File: config.mk
export PLATFORM = sky130hd
export DESIGN_NAME = control_counter_iter_flat
export DESIGN_NICKNAME = d
export VERILOG_FILES = /design/src/rtl/control_counter_iter_if.sv /design/src/rtl/control_counter_iter.sv /design/src/flat_wrapper.sv
export SDC_FILE = /design/constraint.sdc
export NUM_CORES = 1
export LEC_CHECK = 0
export CORE_AREA = 2 2 39 41
export DETAILED_ROUTE_END_ITERATION = 6
export DIE_AREA = 0 0 41 43
export GPL_TIMING_DRIVEN = 0
export PLACE_DENSITY_LB_ADDON = 0.2
export SYNTH_ARGS = -nofsm -noshare
export SYNTH_HDL_FRONTEND = slang
export SYNTH_SLANG_ARGS = --single-unit
File: constraint.sdc
create_clock -name clock -period 1.73 [get_ports clock]
set_input_delay 0.173 -clock clock [delete_from_list [all_inputs] [get_ports clock]]
set_output_delay 0.173 -clock clock [all_outputs]
set_load 0.01 [all_outputs]
File: src/rtl/control_counter_iter_if.sv
// Handshake bundle between the iteration sequencer and its accumulator/host.
// The sequencer takes the slave view; the environment driving it takes the master view.
interface control_counter_iter_if;
  logic in_accumCalcDoneFlag;
  logic in_enableEntireModule;
  logic op_enableAccumCalc;
  logic op_allItersDoneFlag;

  modport master (
    output in_accumCalcDoneFlag,
    output in_enableEntireModule,
    input  op_enableAccumCalc,
    input  op_allItersDoneFlag
  );

  modport slave (
    input  in_accumCalcDoneFlag,
    input  in_enableEntireModule,
    output op_enableAccumCalc,
    output op_allItersDoneFlag
  );
endinterface

File: src/rtl/control_counter_iter.sv
// Sequences NUM_ITERS accumulator iterations, with a one-cycle restart gap between them.
//
// state | meaning
// IDLE  | waiting for enable, count held at 0
// RUN   | accumulator enabled, waiting for its done flag
// GAP   | one-cycle pause that restarts the accumulator
// DONE  | all iterations complete, held until enable drops
module control_counter_iter #(
  parameter int NUM_ITERS = 4,
  parameter int ITER_W    = 8
) (
  input  logic                  clock,
  input  logic                  reset,
  control_counter_iter_if.slave bus
);

  localparam logic [1:0] IDLE = 2'd0;
  localparam logic [1:0] RUN  = 2'd1;
  localparam logic [1:0] GAP  = 2'd2;
  localparam logic [1:0] DONE = 2'd3;

  localparam logic [ITER_W-1:0] LAST_ITER = ITER_W'(NUM_ITERS - 1);

  logic [1:0]        state_q, state_d;
  logic [ITER_W-1:0] iter_cnt_q, iter_cnt_d;
  logic              enable_accum_q;
  logic              all_done_q;

  always_comb begin
    state_d    = state_q;
    iter_cnt_d = iter_cnt_q;
    // Dropping enable wins over everything, including a done in the same cycle.
    if (!bus.in_enableEntireModule) begin
      state_d    = IDLE;
      iter_cnt_d = '0;
    end else begin
      case (state_q)
        IDLE: begin
          state_d    = RUN;
          iter_cnt_d = '0;
        end
        RUN: begin
          if (bus.in_accumCalcDoneFlag) begin
            if (iter_cnt_q == LAST_ITER) begin
              state_d = DONE;
            end else begin
              state_d    = GAP;
              iter_cnt_d = iter_cnt_q + 1'b1;
            end
          end
        end
        GAP:     state_d = RUN;
        DONE:    state_d = DONE;
        default: begin
          state_d    = IDLE;
          iter_cnt_d = '0;
        end
      endcase
    end
  end

  // Outputs are flopped from the next state so they align with the state register.
  always_ff @(posedge clock or negedge reset) begin
    if (!reset) begin
      state_q        <= IDLE;
      iter_cnt_q     <= '0;
      enable_accum_q <= 1'b0;
      all_done_q     <= 1'b0;
    end else begin
      state_q        <= state_d;
      iter_cnt_q     <= iter_cnt_d;
      enable_accum_q <= (state_d == RUN);
      all_done_q     <= (state_d == DONE);
    end
  end

  assign bus.op_enableAccumCalc  = enable_accum_q;
  assign bus.op_allItersDoneFlag = all_done_q;

endmodule

File: src/flat_wrapper.sv
// flat-port wrapper written by rule: the top's interface ports become plain ports
module control_counter_iter_flat 
#(
  parameter int NUM_ITERS = 4,
  parameter int ITER_W    = 8
)
  (clock, reset, bus_in_accumCalcDoneFlag, bus_in_enableEntireModule, bus_op_enableAccumCalc, bus_op_allItersDoneFlag);
  control_counter_iter_if bus_i ();
  input  logic clock;
  input  logic reset;
  input wire logic [$bits(bus_i.in_accumCalcDoneFlag)-1:0] bus_in_accumCalcDoneFlag;
  input wire logic [$bits(bus_i.in_enableEntireModule)-1:0] bus_in_enableEntireModule;
  output wire logic [$bits(bus_i.op_enableAccumCalc)-1:0] bus_op_enableAccumCalc;
  output wire logic [$bits(bus_i.op_allItersDoneFlag)-1:0] bus_op_allItersDoneFlag;
  assign bus_i.in_accumCalcDoneFlag = bus_in_accumCalcDoneFlag;
  assign bus_i.in_enableEntireModule = bus_in_enableEntireModule;
  assign bus_op_enableAccumCalc = bus_i.op_enableAccumCalc;
  assign bus_op_allItersDoneFlag = bus_i.op_allItersDoneFlag;
  control_counter_iter #(.NUM_ITERS(NUM_ITERS), .ITER_W(ITER_W)) u_core (.clock(clock), .reset(reset), .bus(bus_i));
endmodule
==> results of run 1 <==
==> logic make-up after synthesis <==
logic type / share of synthesized area
buffers and inverters: 0.01238
adders and majority gates: 0.02062
and+or+nand+nor: 0.2474
DFF: 0.4948
muxes: 0.01650
AOI/OAI and AO/OA: 0.2082
==> placed cells by master, fill, tap and decap left out, types with 2 or more instances in the layout <==
cell type / n
dfrtp_1: 12
o21ai_0: 9
nor2_1: 7
clkdlybuf4s50_1: 5
o31ai_1: 4
nand2_1: 3
a21oi_1: 3
nand3_1: 3
clkbuf_4: 3
nand2b_1: 2
and3_1: 2
a31oi_1: 2
inv_1: 2
==> per-layer routing <==
layer  routed length [um]  vias to the layer above
li1                     -                      248
met1                  563                      231
met5                    0                        -
met4                   15                        0
met2                  480                       12
met3                   38                        2
==> sequential cells by signal, indices dropped and copies added, names as in the netlist <==
signal / cells
u_core.bus.op_enableAccumCalc: 1
u_core.bus.op_allItersDoneFlag: 1
u_core.state_q: 2
u_core.iter_cnt_q: 8
==> metrics by stage <==
step | setup WS [ps] | hold WS (ps) | utilization | cell area (um2) | instances
final | 74.21 | 243.4 | 0.5172 | 715.7 | 87
after global routing | 14.61 | 308.2 | 0.5172 | 715.7 | 87
after CTS | 47.82 | 265.5 | 0.5154 | 713.2 | 87
after detailed placement | 57.08 | 479.5 | 0.4892 | 676.9 | 83
after global placement | 67.66 | 471.1 | 0.4892 | 676.9 | 83
after floorplan | 219.3 | -122.6 | - | 606.8 | 62
==> synthesized netlist by cell type <==
cell / number / share of area
o31a_2: 1 / 0.016
nor3_4: 1 / 0.027
nor2_1: 7 / 0.043
or4_4: 1 / 0.019
nor2b_1: 1 / 0.010
and2_1: 1 / 0.010
o21ai_0: 9 / 0.074
ha_1: 1 / 0.021
nand2b_1: 2 / 0.021
or2_2: 1 / 0.010
and4_2: 1 / 0.016
nand2_1: 3 / 0.019
and3_1: 2 / 0.021
nand3_1: 3 / 0.025
nand4b_1: 1 / 0.014
nand3b_1: 1 / 0.012
a21oi_1: 3 / 0.025
inv_1: 2 / 0.012
a31oi_1: 2 / 0.021
mux2i_1: 1 / 0.016
o21a_1: 1 / 0.012
dfrtp_1: 12 / 0.49
o31ai_1: 4 / 0.049
o22ai_1: 1 / 0.010
==> area by class of cell <==
cell class,count,area (um2)
fillers,135,668.1
clock buffers,4,36.28
repair buffers,5,50.05
inverters,2,7.507
well taps,16,20.02
multi-input cells,48,301.5
flip-flops and latches,12,300.3
==> worst max path at each step <==
stage	from	end	slack, ps	cells after the start
after floorplan	u_core.iter_cnt_q[4]	u_core.iter_cnt_q[1]	220	4
after global placement	u_core.iter_cnt_q[4]	u_core.iter_cnt_q[2]	70	4
after detailed placement	u_core.iter_cnt_q[4]	u_core.iter_cnt_q[2]	60	4
after CTS	u_core.iter_cnt_q[4]	u_core.iter_cnt_q[2]	50	4
after global routing	u_core.iter_cnt_q[5]	u_core.iter_cnt_q[2]	10	4
final	u_core.iter_cnt_q[4]	u_core.iter_cnt_q[2]	70	4
==> power by group <==
part	switching [mW]	internal (mW)
combinational	0.0245	0.0219
sequential	0.00625	0.286
clock	0.0969	0.128
total	0.128	0.436
==> metrics.cfg, run 1 <==
[run_status]
outcome=completed

[die]
die_area_um2=1763
core-area_um2=1384
rows=14
start_util=0.4385
die_height_um=43
die_x_um=41
ios=6

[flow_run]
maxCapViolations=0

[clocking]
cts_setup_buffers=0
cts_sinks=12
holdBufCountCts=0
cts_resized=0
cts_made_buffers=3
cts_tree=yes
insertion_delay_ps=270
root_buffer=clkbuf_4
clockBufferDepth=2
htreeDepth=1
path_clk_slew_ps=80

[detailed_routing]
route.antenna.remaining_nets=0
drc=0
drt_iter0_markers=10
finalWirelength_um=1096
drtPass1Iterations=4
wire_per_inst_um=12.60
vias=493
via_per_inst=5.667

[setup_path]
end_kind=register
ff2ff_path_depth=4
critPathLaunchType=register
r2r_start=u_core.iter_cnt_q[4]
path_max_fanout=8
crit_chain=or4_4, nor3_4, or2_4, o21ai_0
critical_path_class=register to register
cp.arrival_ps=1810
crit_buf_inv=0
cp_top_family=simple AND/OR/NAND/NOR gates
worstReg2RegEnd=u_core.iter_cnt_q[2]
max_stage_delay_ps=560
r2r_setup_slack_ps=70
cpMaxStageDelayCell=or4_4
cp_data_required_time_ps=1880

[synthesis]
ys_ff_latch=12
synthCells=62
synth_area_um2=606.8
ys_seq_area_frac=0.4948
syn_avg_cell_area_um2=9.788
ys_warn_count=0
synth_nets=67
ys_types=24

[grt]
use_met2=0.1906
grt_util_all_layers=0.1617
antenna_found_initial=0
use_met3=0.04712
overflow=0
grt_pass1_wl_um=1904
grt.busiest_layer=met1
grt_pass1_vias=431
use_met1=0.2603
grt_max_degree=13

[timing]
hold_violations=0
fin_setup_tns_ps=0
tightestPinTransition_ps=532.6
period_share=0.9571
finalCriticalPeriod_ps=1656
max_freq_mhz=603.9
rsz0062_at_grt=false
max_slew_margin=0.6438
drv_slew=0
setup_violations=0
skew_ps=1.579

[cells_and_area]
area_growth_pct=17.94
n_antenna_cell=0
nets=77
drive_gt1_frac=0.1268

[pwr]
irDropWorstVdd_v=0.0005372
power.leakage_nw=0.3045
finalPower_uw=564.0
p_per_area_nw_per_um2=788.1

[worst_hold_path]
hp-class=primary input to asynchronous set/reset pin

[place]
portBuffers=5
gp_congestion=0.7458
hpwl_um=788.3

No activity file was read; power rests on OpenSTA's default activity.
==> run 2, diff against run 1 <==
--- a/config.mk
+++ b/config.mk
@@ -6,6 +6,7 @@
 export NUM_CORES = 1
 export LEC_CHECK = 0
 export CORE_AREA = 2 2 39 41
+export CTS_CLUSTER_DIAMETER = 120
 export DETAILED_ROUTE_END_ITERATION = 6
 export DIE_AREA = 0 0 41 43
 export GPL_TIMING_DRIVEN = 0
==> results of run 2 <==
The final DEF is identical to that of run 1; final timing and power are the same.
